[src/rtl/mips_defs_pkg.sv]
// Shared MIPS datapath definitions: ALU codes, aluOp encodings, funct values
// and default widths. These are the same constants that alu_32_bit uses.
package mips_defs_pkg;

    localparam int unsigned DATA_W_DEF     = 32;
    localparam int unsigned REG_ADDR_W_DEF = 5;

    typedef enum logic [3:0] {
        ALU_AND = 4'b0000,
        ALU_OR  = 4'b0001,
        ALU_ADD = 4'b0010,
        ALU_SUB = 4'b0110,
        ALU_SLT = 4'b0111
    } alu_code_e;

    typedef enum logic [1:0] {
        ALUOP_ADD   = 2'b00,
        ALUOP_SUB   = 2'b01,
        ALUOP_RTYPE = 2'b10,
        ALUOP_RSVD  = 2'b11
    } alu_op_e;

    localparam logic [5:0] FUNCT_ADD = 6'b100000;
    localparam logic [5:0] FUNCT_SUB = 6'b100010;
    localparam logic [5:0] FUNCT_AND = 6'b100100;
    localparam logic [5:0] FUNCT_OR  = 6'b100101;
    localparam logic [5:0] FUNCT_SLT = 6'b101010;

    typedef struct packed {
        logic reg_write;
        logic mem_read;
        logic mem_write;
        logic mem_to_reg;
        logic branch;
    } ctrl_t;

endpackage

[src/rtl/alu_control.sv]
// Combinational aluOp/funct decode into the 4-bit ALU code plus an illegal flag.
// Unsupported encodings fall back to ADD so the ALU still sees a defined code.
module alu_control
    import mips_defs_pkg::*;
(
    input  logic [1:0] alu_op,
    input  logic [5:0] funct,
    output logic [3:0] alu_code,
    output logic       illegal
);

    always_comb begin
        alu_code = ALU_ADD;
        illegal  = 1'b0;
        case (alu_op_e'(alu_op))
            ALUOP_ADD: alu_code = ALU_ADD;
            ALUOP_SUB: alu_code = ALU_SUB;
            ALUOP_RTYPE: begin
                case (funct)
                    FUNCT_ADD: alu_code = ALU_ADD;
                    FUNCT_SUB: alu_code = ALU_SUB;
                    FUNCT_AND: alu_code = ALU_AND;
                    FUNCT_OR:  alu_code = ALU_OR;
                    FUNCT_SLT: alu_code = ALU_SLT;
                    default:   illegal  = 1'b1;
                endcase
            end
            default: illegal = 1'b1;
        endcase
    end

endmodule

[src/rtl/id_ex_stage.sv]
// ID/EX pipeline register feeding alu_32_bit: ALU decode, ALUSrc mux and
// immediate sign-extension, with stall (hold) and flush (bubble) controls.
module id_ex_stage
    import mips_defs_pkg::*;
#(
    parameter int unsigned DATA_W     = DATA_W_DEF,
    parameter int unsigned REG_ADDR_W = REG_ADDR_W_DEF
) (
    input  logic                  clk,
    input  logic                  rst_n,
    input  logic                  stall,
    input  logic                  flush,
    input  logic                  id_valid,
    input  logic [DATA_W-1:0]     id_rs_data,
    input  logic [DATA_W-1:0]     id_rt_data,
    input  logic [15:0]           id_imm,
    input  logic [5:0]            id_funct,
    input  logic [1:0]            id_alu_op,
    input  logic                  id_alu_src,
    input  logic                  id_reg_dst,
    input  logic [REG_ADDR_W-1:0] id_rt_addr,
    input  logic [REG_ADDR_W-1:0] id_rd_addr,
    input  logic                  id_reg_write,
    input  logic                  id_mem_read,
    input  logic                  id_mem_write,
    input  logic                  id_mem_to_reg,
    input  logic                  id_branch,
    output logic                  ex_valid,
    output logic [3:0]            ex_alu_code,
    output logic [DATA_W-1:0]     ex_a,
    output logic [DATA_W-1:0]     ex_b,
    output logic [DATA_W-1:0]     ex_store_data,
    output logic [REG_ADDR_W-1:0] ex_wr_addr,
    output logic                  ex_reg_write,
    output logic                  ex_mem_read,
    output logic                  ex_mem_write,
    output logic                  ex_mem_to_reg,
    output logic                  ex_branch,
    output logic                  ex_illegal
);

    logic [3:0]        dec_code;
    logic              dec_illegal;
    logic              load_illegal;
    logic [DATA_W-1:0] imm_ext;
    ctrl_t             load_ctrl;
    ctrl_t             ex_ctrl;

    alu_control u_alu_control (
        .alu_op   (id_alu_op),
        .funct    (id_funct),
        .alu_code (dec_code),
        .illegal  (dec_illegal)
    );

    assign imm_ext = {{(DATA_W-16){id_imm[15]}}, id_imm};

    // An empty decode slot loads as a bubble; an illegal op keeps valid but
    // drops every control that would change architectural state.
    always_comb begin
        load_illegal = id_valid & dec_illegal;
        load_ctrl    = '0;
        if (id_valid) begin
            load_ctrl.reg_write  = id_reg_write & ~dec_illegal;
            load_ctrl.mem_read   = id_mem_read  & ~dec_illegal;
            load_ctrl.mem_write  = id_mem_write & ~dec_illegal;
            load_ctrl.mem_to_reg = id_mem_to_reg;
            load_ctrl.branch     = id_branch;
        end
    end

    always_ff @(posedge clk or negedge rst_n) begin
        if (!rst_n) begin
            ex_valid      <= 1'b0;
            ex_illegal    <= 1'b0;
            ex_ctrl       <= '0;
            ex_alu_code   <= '0;
            ex_a          <= '0;
            ex_b          <= '0;
            ex_store_data <= '0;
            ex_wr_addr    <= '0;
        end else if (flush) begin
            ex_valid   <= 1'b0;
            ex_illegal <= 1'b0;
            ex_ctrl    <= '0;
        end else if (!stall) begin
            ex_valid      <= id_valid;
            ex_illegal    <= load_illegal;
            ex_ctrl       <= load_ctrl;
            ex_alu_code   <= dec_code;
            ex_a          <= id_rs_data;
            ex_b          <= id_alu_src ? imm_ext : id_rt_data;
            ex_store_data <= id_rt_data;
            ex_wr_addr    <= id_reg_dst ? id_rd_addr : id_rt_addr;
        end
    end

    assign ex_reg_write  = ex_ctrl.reg_write;
    assign ex_mem_read   = ex_ctrl.mem_read;
    assign ex_mem_write  = ex_ctrl.mem_write;
    assign ex_mem_to_reg = ex_ctrl.mem_to_reg;
    assign ex_branch     = ex_ctrl.branch;

endmodule

[config.mk]
export PLATFORM = sky130hd
export DESIGN_NAME = id_ex_stage
export DESIGN_NICKNAME = d
export VERILOG_FILES = /design/src/rtl/mips_defs_pkg.sv /design/src/rtl/alu_control.sv /design/src/rtl/id_ex_stage.sv
export SDC_FILE = /design/constraint.sdc
export NUM_CORES = 1
export LEC_CHECK = 0
export ABC_CLOCK_PERIOD_IN_PS = 2450
export BUFFER_PORTS_ARGS = -buffer_cell sky130_fd_sc_hd__buf_2
export CAP_MARGIN = 0
export CORE_ASPECT_RATIO = 1.1
export CORE_MARGIN = 5
export CORE_UTILIZATION = 50
export DETAILED_ROUTE_END_ITERATION = 8
export GPL_TIMING_DRIVEN = 1
export MAX_ROUTING_LAYER = met4
export PLACE_DENSITY = 0.85
export RECOVER_POWER = 100
export SLEW_MARGIN = 20
export SYNTH_ARGS = -nofsm -noshare
export SYNTH_HDL_FRONTEND = slang
export SYNTH_SLANG_ARGS = --single-unit
[constraint.sdc]
create_clock -name clk -period 2.45 [get_ports clk]
set_clock_uncertainty 0.1 [all_clocks]
set_input_delay 0.1225 -clock clk [delete_from_list [all_inputs] [get_ports clk]]
set_output_delay 0.1225 -clock clk [all_outputs]
set_load 0.01 [all_outputs]
==> impl_metrics.py, run 1 <==
metrics = {
    "setup_path": {
        "end_kind": "flip-flop",
        "worstReg2RegEnd": "ex_valid$_DFFE_PN0P_",
        "r2r_start": "ex_valid$_DFFE_PN0P_",
        "ff2ff_path_depth": 3,
        "crit_family": "buffers and inverters",
        "crit_cells": 6,
        "slowest_stage": "dlygate4sd3_1",
        "start_kind": "input pin",
        "path_common_cell": "dlygate4sd3_1",
        "max_stage_delay_ns": 0.58,
        "path_buf_inv": 4,
        "path_class": "input pin to flip-flop",
        "critPathArrivalTime_ns": 2.20,
        "required_ns": 2.65,
        "crit_chain": "dlygate4sd3_1, clkbuf_1, nand3b_1, dlygate4sd3_1, a21oi_1, dlygate4sd3_1",
        "worstPathMaxFanout": 4,
        "r2r_slack_ns": 1.09,
    },
    "routing": {
        "dr.pass1.iters": 5,
        "drtAntennaViolNets": 0,
        "postRouteWirelength_um": 14700,
        "routed-via-count": 4126,
        "wl_per_cell_um": 18.6,
        "avgViaCountPerCell": 5.21,
        "drc": 0,
        "drtIter0Drc": 166,
    },
    "yosys": {
        "synth_edf_count": 0,
        "synth_ff_type": "dfrtp_1",
        "synth_top_area_cell": "dfrtp_1",
        "ys_types": 34,
        "synth_cells": 360,
        "async_flop_share_pct": 100,
        "synth-seq-area-share_pct": 59.1,
        "yosys_warnings": 0,
        "syn_area_mm2": 0.00470,
        "avgSynthCellArea_um2": 13.1,
        "synth_nets": 473,
        "synthTopCellsByArea": "dfrtp_1 (59%), mux2_2 (13%), a21oi_1 (6.1%), mux2i_1 (4.7%), mux2_4 (3.5%)",
        "ys_seq_elements": 111,
        "yosysTopAreaCellShare_pct": 59.1,
    },
    "cts": {
        "cts-root-buf": "clkbuf_8",
        "post_cts_buffers": 0,
        "cts_buffer_depth": 2,
        "clk_pin_slew_ns": 0.10,
        "cts_tree": "yes",
        "cts_made_buffers": 9,
        "clkLatencyLatePin_ns": 0.36,
        "numClockSinks": 111,
        "h-tree-depth": 3,
        "post_cts_resized": 0,
    },
    "global_routing": {
        "grt_antenna_before_repair": 0,
        "grt_pass1_wl_um": 22600,
        "grt_max_degree": 81,
        "grtUsageTotal_pct": 26.2,
        "grt-ovfl-total": 0,
        "grt_pass1_vias": 4545,
    },
    "sta": {
        "tns_ns": 0,
        "final.setup.worst_slack_ns": 0.451,
        "drv_slew": 0,
        "max_freq_ghz": 0.500,
        "fin_crit_ns": 2.00,
        "setup_viol": 0,
        "max_slew_margin_pct": 9.60,
        "worst_pin_slew_ns": 1.36,
        "finalCritPeriodShare_pct": 81.6,
        "rsz0062_at_grt": "no",
        "finalHoldViolCount": 1,
        "holdWs_ns": -0.0763,
    },
    "worst_hold_path": {
        "hold_depth": 2,
        "hold_start": "flush",
        "hold_path.class": "input pin to flip-flop",
        "min_delay_worst_endpoint": "ex_branch$_DFFE_PN0P_",
    },
    "cells_and_area": {
        "n_antenna_cell": 0,
        "syn2layout_area_growth_pct": 43.8,
        "nets": 783,
        "design_area_mm2": 0.00676,
        "final_cell_count_no_fill": 792,
        "top_regs": "ex_a (32), ex_b (32), ex_store_data (32)",
        "layout-drive-gt1-share_pct": 26.1,
    },
    "placement": {
        "pre_cts_ws_ns": 1.01,
        "hpwl_um": 8720,
        "place.gp.congestion": 0.808,
        "placed_cells": 677,
        "dpl_cell_area_mm2": 0.00581,
        "portBuffers": 220,
    },
    "status": {
        "status": "complete, but fails checks",
        "violations": "hold timing",
    },
    "die": {
        "num_rows": 37,
        "fp.dieH_um": 112,
        "die_w_um": 102,
        "start_util_pct": 50.8,
        "ios": 222,
        "dieArea_mm2": 0.0114,
        "core_mm2": 0.00926,
    },
    "run": {
        "cap_violations": 0,
    },
    "power_and_ir_drop": {
        "p_per_area_mw_per_mm2": 635,
        "p_leak_nw": 3.01,
        "peakVddDrop_uv": 382,
    },
}
## cell usage after synthesis, types with 2 or more instances
| master | instances |
|---|---|
| nor3b_1 | 2 |
| nor2_1 | 38 |
| a21oi_1 | 57 |
| buf_6 | 8 |
| mux2_2 | 53 |
| nand3_1 | 2 |
| nand3b_1 | 2 |
| buf_2 | 3 |
| dfrtp_1 | 111 |
| a32oi_1 | 3 |
| mux2_4 | 11 |
| o21ai_0 | 7 |
| inv_1 | 4 |
| nand2_1 | 6 |
| mux2i_1 | 22 |
| ha_1 | 3 |
| buf_4 | 11 |
## placed cells by master (no fill, tap or decap), drive strengths merged
cell	Yosys	layout
clkbuf	0	127
dfrtp	111	111
buf	24	107
dlygate4sd3	0	99
mux2	64	64
a21oi	57	57
nor2	39	39
mux2i	22	22
o21ai	8	8
nand2	6	6
inv	4	6
clkinv	1	5
nor3b	3	3
a32oi	3	3
ha	3	3
nand3	2	2
nand3b	2	2
and2	1	1
a31oi	1	1
and3b	1	1
a21o	1	1
o32a	1	1
a22oi	1	1
nand2b	1	1
nor2b	1	1
a32o	1	1
o21ba	1	1
conb	1	1
## through the flow
| stage | util, % | power, mW | hold WS (ns) |
|---|---|---|---|
| finish | 73.0 | 4.29 | -0.0763 |
| global route | 73.0 | 4.50 | -0.0854 |
| CTS | 75.3 | 4.36 | 0.000629 |
| detailed placement | 62.8 | 3.20 | 0.0870 |
| global placement | 62.8 | 3.16 | 0.0791 |
| floorplan | - | 2.74 | -0.273 |
## power breakdown
group | leakage (nW) | switching [mW] | internal [mW]
logic | 1.62 | 0.535 | 0.471
clock network | 0.0987 | 0.637 | 0.413
registers | 1.29 | 0.154 | 2.08
## routing by layer
| layer | part of all wire, % | vias up | global-route usage (%) |
|---|---|---|---|
| li1 | - | 1870 | - |
| met1 | 36 | 2003 | 28.1 |
| met2 | 53 | 190 | 45.5 |
| met3 | 6.0 | 63 | 4.32 |
| met4 | 5.4 | 0 | 13.6 |
| met5 | 0 | - | - |
## kinds of logic (layout without fill, tap and decap cells)
group | after synthesis | count (layout) | synth area share, %
flip-flops | 111 | 111 | 59.1
buffers and inverters | 29 | 344 | 4.79
other | 1 | 1 | 0.0798
AO/OA/AOI/OAI | 74 | 74 | 8.57
adder cells (fa/ha/maj) | 3 | 3 | 0.799
multiplexers | 86 | 86 | 20.9
AND/OR/NAND/NOR | 56 | 56 | 5.78
## area by class of cell
class | count | area (µm²)
Inverter | 5 | 18.8
Tap cell | 117 | 146
Sequential cell | 111 | 2780
Fill cell | 668 | 2500
Clock buffer | 10 | 138
Clock inverter | 6 | 51.3
Multi-Input combinational cell | 220 | 1630
Timing Repair Buffer | 323 | 2000
## worst max-delay path by stage
stage / to / slack (ns) / startpoint
finish: ex_mem_to_reg$_DFFE_PN0P_ / 0.45 / id_valid
global route: ex_store_data[7]$_DFFE_PN0P_ / 0.37 / stall
CTS: ex_mem_to_reg$_DFFE_PN0P_ / 0.58 / id_valid
detailed placement: ex_alu_code[1]$_DFFE_PN0P_ / 1.01 / flush
global placement: ex_alu_code[1]$_DFFE_PN0P_ / 1.05 / flush
floorplan: ex_alu_code[1]$_DFFE_PN0P_ / 1.19 / id_alu_op[0]
## repair_timing
item,in CTS,in global routing
endpoints found under the setup margin,0,0
hold buffers,97,2
endpoints found under the hold margin,152,2
Note: power is estimated with default switching activity, not from simulation.
==> run 2, diff against run 1 <==
Settings changed: ABC_CLOCK_PERIOD_IN_PS 2450 to 1800, CORE_UTILIZATION 50 to 42, PLACE_DENSITY 0.85 to 0.76.
Clock period 2.45 ns to 1.8 ns, I/O delays scaled along.
==> impl_metrics.py, run 2 (synthesis results as in run 1) <==
metrics = {
    "worst_hold_path": {
        "hold_path.class": "input pin to flip-flop",
        "hold_depth": 3,
        "hold_start": "stall",
        "min_delay_worst_endpoint": "ex_branch$_DFFE_PN0P_",
    },
    "placement": {
        "hpwl_um": 8950,
        "place.gp.congestion": 0.832,
        "portBuffers": 220,
        "placed_cells": 708,
    },
    "cts": {
        "cts_tree": "yes",
        "post_cts_buffers": 0,
        "cts-root-buf": "clkbuf_16",
        "clkLatencyLatePin_ns": 0.34,
        "numClockSinks": 111,
        "ctsHoldBuffers": 100,
        "cts_made_buffers": 9,
        "cts_buffer_depth": 2,
        "clk_pin_slew_ns": 0.07,
        "h-tree-depth": 3,
        "post_cts_resized": 0,
    },
    "die": {
        "fp.dieH_um": 121,
        "ios": 222,
        "dieArea_mm2": 0.0134,
        "die_w_um": 111,
        "start_util_pct": 42.9,
        "num_rows": 40,
        "core_mm2": 0.0110,
    },
    "routing": {
        "wl_met1_um": 5270,
        "route.met2.wl_um": 7230,
        "drc": 0,
        "avgViaCountPerCell": 4.95,
        "dr.pass1.iters": 4,
        "routed-via-count": 4081,
        "wl_met3_um": 808,
        "drtAntennaViolNets": 0,
        "maxUsedRoutingLayer": "met4",
        "postRouteWirelength_um": 14000,
        "wl_per_cell_um": 17.0,
        "drtIter0Drc": 149,
    },
    "sta": {
        "drv_slew": 0,
        "worst_pin_slew_ns": 0.646,
        "max_freq_ghz": 0.619,
        "finalCritPeriodShare_pct": 89.7,
        "tns_ns": 0,
        "fin_crit_ns": 1.62,
        "setup_viol": 0,
        "max_slew_margin_pct": 57.0,
        "rsz0062_at_grt": "no",
        "finalHoldViolCount": 0,
    },
    "setup_path": {
        "end_kind": "flip-flop",
        "slowest_stage": "dlygate4sd3_1",
        "path_class": "input pin to flip-flop",
        "ff2ff_path_depth": 3,
        "path_buf_inv": 3,
        "start_kind": "input pin",
        "r2r_start": "ex_valid$_DFFE_PN0P_",
        "crit_family": "buffers and inverters",
        "r2r_slack_ns": 0.45,
        "required_ns": 1.92,
        "critPathArrivalTime_ns": 1.74,
        "worstPathMaxFanout": 85,
        "max_stage_delay_ns": 0.54,
        "crit_chain": "dlygate4sd3_1, buf_2, nor2_8, buf_12, mux2_2",
        "worstReg2RegEnd": "ex_valid$_DFFE_PN0P_",
    },
    "cells_and_area": {
        "final_cell_mix": "clkbuf_1 (114), dfrtp_1 (111), buf_2 (107)",
        "fill_cells": 887,
        "nets": 785,
        "final_cell_count_no_fill": 825,
        "syn2layout_area_growth_pct": 48.0,
        "top_regs": "ex_a (32), ex_b (32), ex_store_data (32)",
        "final_common_cell": "clkbuf_1",
        "layout-drive-gt1-share_pct": 27.0,
    },
    "global_routing": {
        "grt_pass1_wl_um": 23000,
        "grt_pass1_vias": 4548,
        "grt-ovfl-total": 0,
        "grt_antenna_before_repair": 1,
        "grtUsageTotal_pct": 22.0,
        "grt_max_degree": 86,
    },
    "power_and_ir_drop": {
        "peakVddDrop_uv": 566,
        "p_leak_nw": 3.08,
        "p_per_area_mw_per_mm2": 904,
    },
    "status": {
        "status": "finished clean",
    },
    "run": {
        "cap_violations": 0,
    },
}
-- run 2: changes by cell type in the layout (fill, tap and decap cells not counted), sizes merged --
| cell | before | now |
|---|---|---|
| diode | 0 | 1 |
| clkbuf | 127 | 128 |
| inv | 6 | 4 |
| clkinv | 5 | 3 |
| dlygate4sd3 | 99 | 100 |
| buf | 107 | 111 |
-- run 2: worst min-delay path, delay by kind of cell --
family / cells / cell delay, ns
buf+inv: 1 / 0.18
simple gates: 1 / 0.08
compound gates: 1 / 0.06
-- run 2: how the worst max path moves through the flow --
stage	depth (start not counted)	slack, ns	from	endpoint
2_1_floorplan	5	0.57	id_alu_op[0]	ex_alu_code[1]$_DFFE_PN0P_
3_3_place_gp	4	0.42	flush	ex_store_data[9]$_DFFE_PN0P_
3_5_place_dp	5	0.37	flush	ex_alu_code[1]$_DFFE_PN0P_
4_1_cts	6	0.18	flush	ex_alu_code[1]$_DFFE_PN0P_
5_1_grt	3	0.09	rst_n	ex_a[13]$_DFFE_PN0P_
6_report	5	0.18	flush	ex_store_data[13]$_DFFE_PN0P_
-- run 2: layer usage --
metal | track usage [%] | vias to the layer above
met3 | 5.79 | 52
li1 | - | 1893
met4 | 12.2 | 0
met1 | 23.4 | 1957
met5 | - | -
met2 | 37.7 | 179
-- run 2: stage by stage --
step | power, mW | instance area (µm²) | hold slack, ns | utilization (%) | setup slack, ns
after floorplan | 3.73 | 4700 | -0.306 | - | 0.568
after global placement | 4.31 | 5870 | -0.0811 | 53.6 | 0.417
after detailed placement | 4.37 | 5870 | -0.0787 | 53.6 | 0.373
after CTS | 6.46 | 7160 | 0.00186 | 65.3 | 0.182
after global routing | 6.63 | 6960 | 0.0201 | 63.5 | 0.0920
final | 6.29 | 6960 | 0.00797 | 63.5 | 0.185
-- run 2: cell type report --
cell class	instances	area, µm²	area share, %
antenna	1	2.50	0.0360
clock buffer	14	274	3.94
clock inverter	2	13.8	0.198
inverter	5	18.8	0.270
multi-input combinational	220	1650	23.7
sequential	111	2780	39.9
tap	147	184	2.64
timing repair buffer	325	2040	29.3
-- run 2: power by group --
part | switching [mW] | internal [mW] | total (mW)
Sequential | 0.195 | 2.84 | 3.03
Clock | 0.846 | 1.05 | 1.90
Combinational | 0.711 | 0.650 | 1.36
==> run 3, diff against run 2 <==
Settings changed: ABC_CLOCK_PERIOD_IN_PS 1800 to 2000, CORE_UTILIZATION 42 to 50, PLACE_DENSITY 0.76 to 0.85.
Clock period 1.8 ns to 2 ns, I/O delays scaled along.
==> impl_metrics.py, run 3 (synthesis results as in run 1) <==
metrics = {
    "setup_path": {
        "ff2ff_path_depth": 3,
        "critPathArrivalTime_ns": 2.20,
        "required_ns": 2.20,
        "end_kind": "flip-flop",
        "path_class": "input pin to flip-flop",
        "start_kind": "input pin",
        "worstPathMaxFanout": 4,
        "r2r_start": "ex_valid$_DFFE_PN0P_",
        "worstReg2RegEnd": "ex_valid$_DFFE_PN0P_",
        "r2r_slack_ns": 0.61,
    },
    "global_routing": {
        "busiest_layer": "met2",
        "grt_pass1_vias": 4711,
        "grt_use_met3_pct": 4.51,
        "grt_max_degree": 62,
        "grt_antenna_before_repair": 1,
        "use_met1_pct": 30.2,
        "grtUsageTotal_pct": 27.2,
        "grt_pass1_wl_um": 23700,
        "grt-ovfl-total": 0,
        "grtUsageMet2_pct": 45.9,
    },
    "cts": {
        "cts_tree": "yes",
        "cts_buffer_depth": 2,
        "h-tree-depth": 3,
        "cts-root-buf": "clkbuf_8",
        "post_cts_buffers": 0,
        "numClockSinks": 111,
        "cts_made_buffers": 9,
        "clk_pin_slew_ns": 0.11,
        "clkLatencyLatePin_ns": 0.36,
    },
    "routing": {
        "avgViaCountPerCell": 5.28,
        "drtIter0Drc": 160,
        "dr.pass1.iters": 4,
        "postRouteWirelength_um": 15000,
        "drtAntennaViolNets": 0,
        "drc": 0,
        "wl_per_cell_um": 18.8,
        "routed-via-count": 4217,
    },
    "sta": {
        "max_freq_ghz": 0.501,
        "drv_slew": 0,
        "fin_crit_ns": 2.00,
        "finalHoldViolCount": 0,
        "max_slew_margin_pct": 16.9,
        "tns_ns": 0,
        "worst_pin_slew_ns": 1.25,
        "finalCritPeriodShare_pct": 99.8,
        "setup_viol": 0,
    },
    "cells_and_area": {
        "final_core_util_pct": 73.6,
        "syn2layout_area_growth_pct": 45.0,
        "design_area_mm2": 0.00682,
        "layout-drive-gt1-share_pct": 26.5,
        "fill_cells": 680,
        "top_regs": "ex_a (32), ex_b (32), ex_store_data (32)",
        "final_common_cell": "clkbuf_1",
        "final_cell_count_no_fill": 798,
        "final_cell_mix": "clkbuf_1 (115), dfrtp_1 (111), buf_2 (107)",
        "nets": 789,
    },
    "power_and_ir_drop": {
        "p_leak_nw": 3.04,
        "peakVddDrop_uv": 478,
        "p_per_area_mw_per_mm2": 783,
    },
    "placement": {
        "placed_cells": 679,
        "portBuffers": 220,
        "hpwl_um": 9160,
        "place.gp.congestion": 0.836,
        "dpl_cell_area_mm2": 0.00583,
    },
    "status": {
        "status": "finished clean",
    },
    "die": {
        "core_mm2": 0.00926,
        "start_util_pct": 50.8,
        "fp.dieH_um": 112,
        "dieArea_mm2": 0.0114,
        "num_rows": 37,
        "die_w_um": 102,
        "ios": 222,
    },
    "worst_hold_path": {
        "min_delay_worst_endpoint": "ex_alu_code[2]$_DFFE_PN0P_",
        "hold_start": "id_funct[0]",
        "hold_depth": 4,
        "hold_path.class": "input pin to flip-flop",
    },
    "run": {
        "cap_violations": 0,
    },
}
-- run 3: power by group --
| group | internal [mW] | switching, mW |
|---|---|---|
| logic | 0.580 | 0.664 |
| registers | 2.55 | 0.187 |
| clock network | 0.592 | 0.765 |
-- run 3: timing repair --
item	in CTS	in global routing
hold endpoints to repair	149	0
endpoints found under the setup margin	0	1
hold buffers	103	0
resized for setup	0	1
-- run 3: through the flow --
| stage | setup WS [ns] | hold WS (ns) | power (mW) |
|---|---|---|---|
| after floorplan | 0.758 | -0.296 | 3.35 |
| after global placement | 0.534 | 0.0212 | 3.88 |
| after detailed placement | 0.474 | 0.0328 | 3.94 |
| after CTS | 0.133 | 0.0416 | 5.43 |
| after global routing | -0.0283 | 0.0933 | 5.60 |
| final | 0.00435 | 0.0667 | 5.34 |
-- run 3: final cells by class --
| type | instances | area, µm² | area share (%) |
|---|---|---|---|
| multi-input combinational | 220 | 1650 | 24.2 |
| tap | 117 | 146 | 2.15 |
| clock inverter | 5 | 67.6 | 0.991 |
| timing repair buffer | 329 | 2030 | 29.7 |
| clock buffer | 10 | 128 | 1.87 |
| antenna | 1 | 2.50 | 0.0367 |
| sequential | 111 | 2780 | 40.7 |
| inverter | 5 | 18.8 | 0.275 |
-- run 3: routing by layer --
metal | part of all wire (%) | wire (µm)
met1 | 35 | 5300
met2 | 54 | 8090
met5 | 0 | 0
met4 | 4.6 | 684
met3 | 6.2 | 934
-- run 3: how the worst max path moves through the flow --
stage	start	end	slack [ns]	depth (start not counted)
6_report	id_valid	ex_mem_to_reg$_DFFE_PN0P_	0.004	6
5_1_grt	id_valid	ex_mem_to_reg$_DFFE_PN0P_	-0.03	6
4_1_cts	id_valid	ex_mem_to_reg$_DFFE_PN0P_	0.13	6
3_5_place_dp	flush	ex_a[13]$_DFFE_PN0P_	0.47	4
3_3_place_gp	flush	ex_store_data[3]$_DFFE_PN0P_	0.53	4
2_1_floorplan	id_alu_op[0]	ex_alu_code[1]$_DFFE_PN0P_	0.76	5
-- run 3: worst max-delay path, cell delays in order --
cell,delay (ns)
dlygate4sd3_1,0.54
buf_2,0.15
nand3b_1,0.09
dlygate4sd3_1,0.59
a21oi_2,0.16
dlygate4sd3_1,0.57
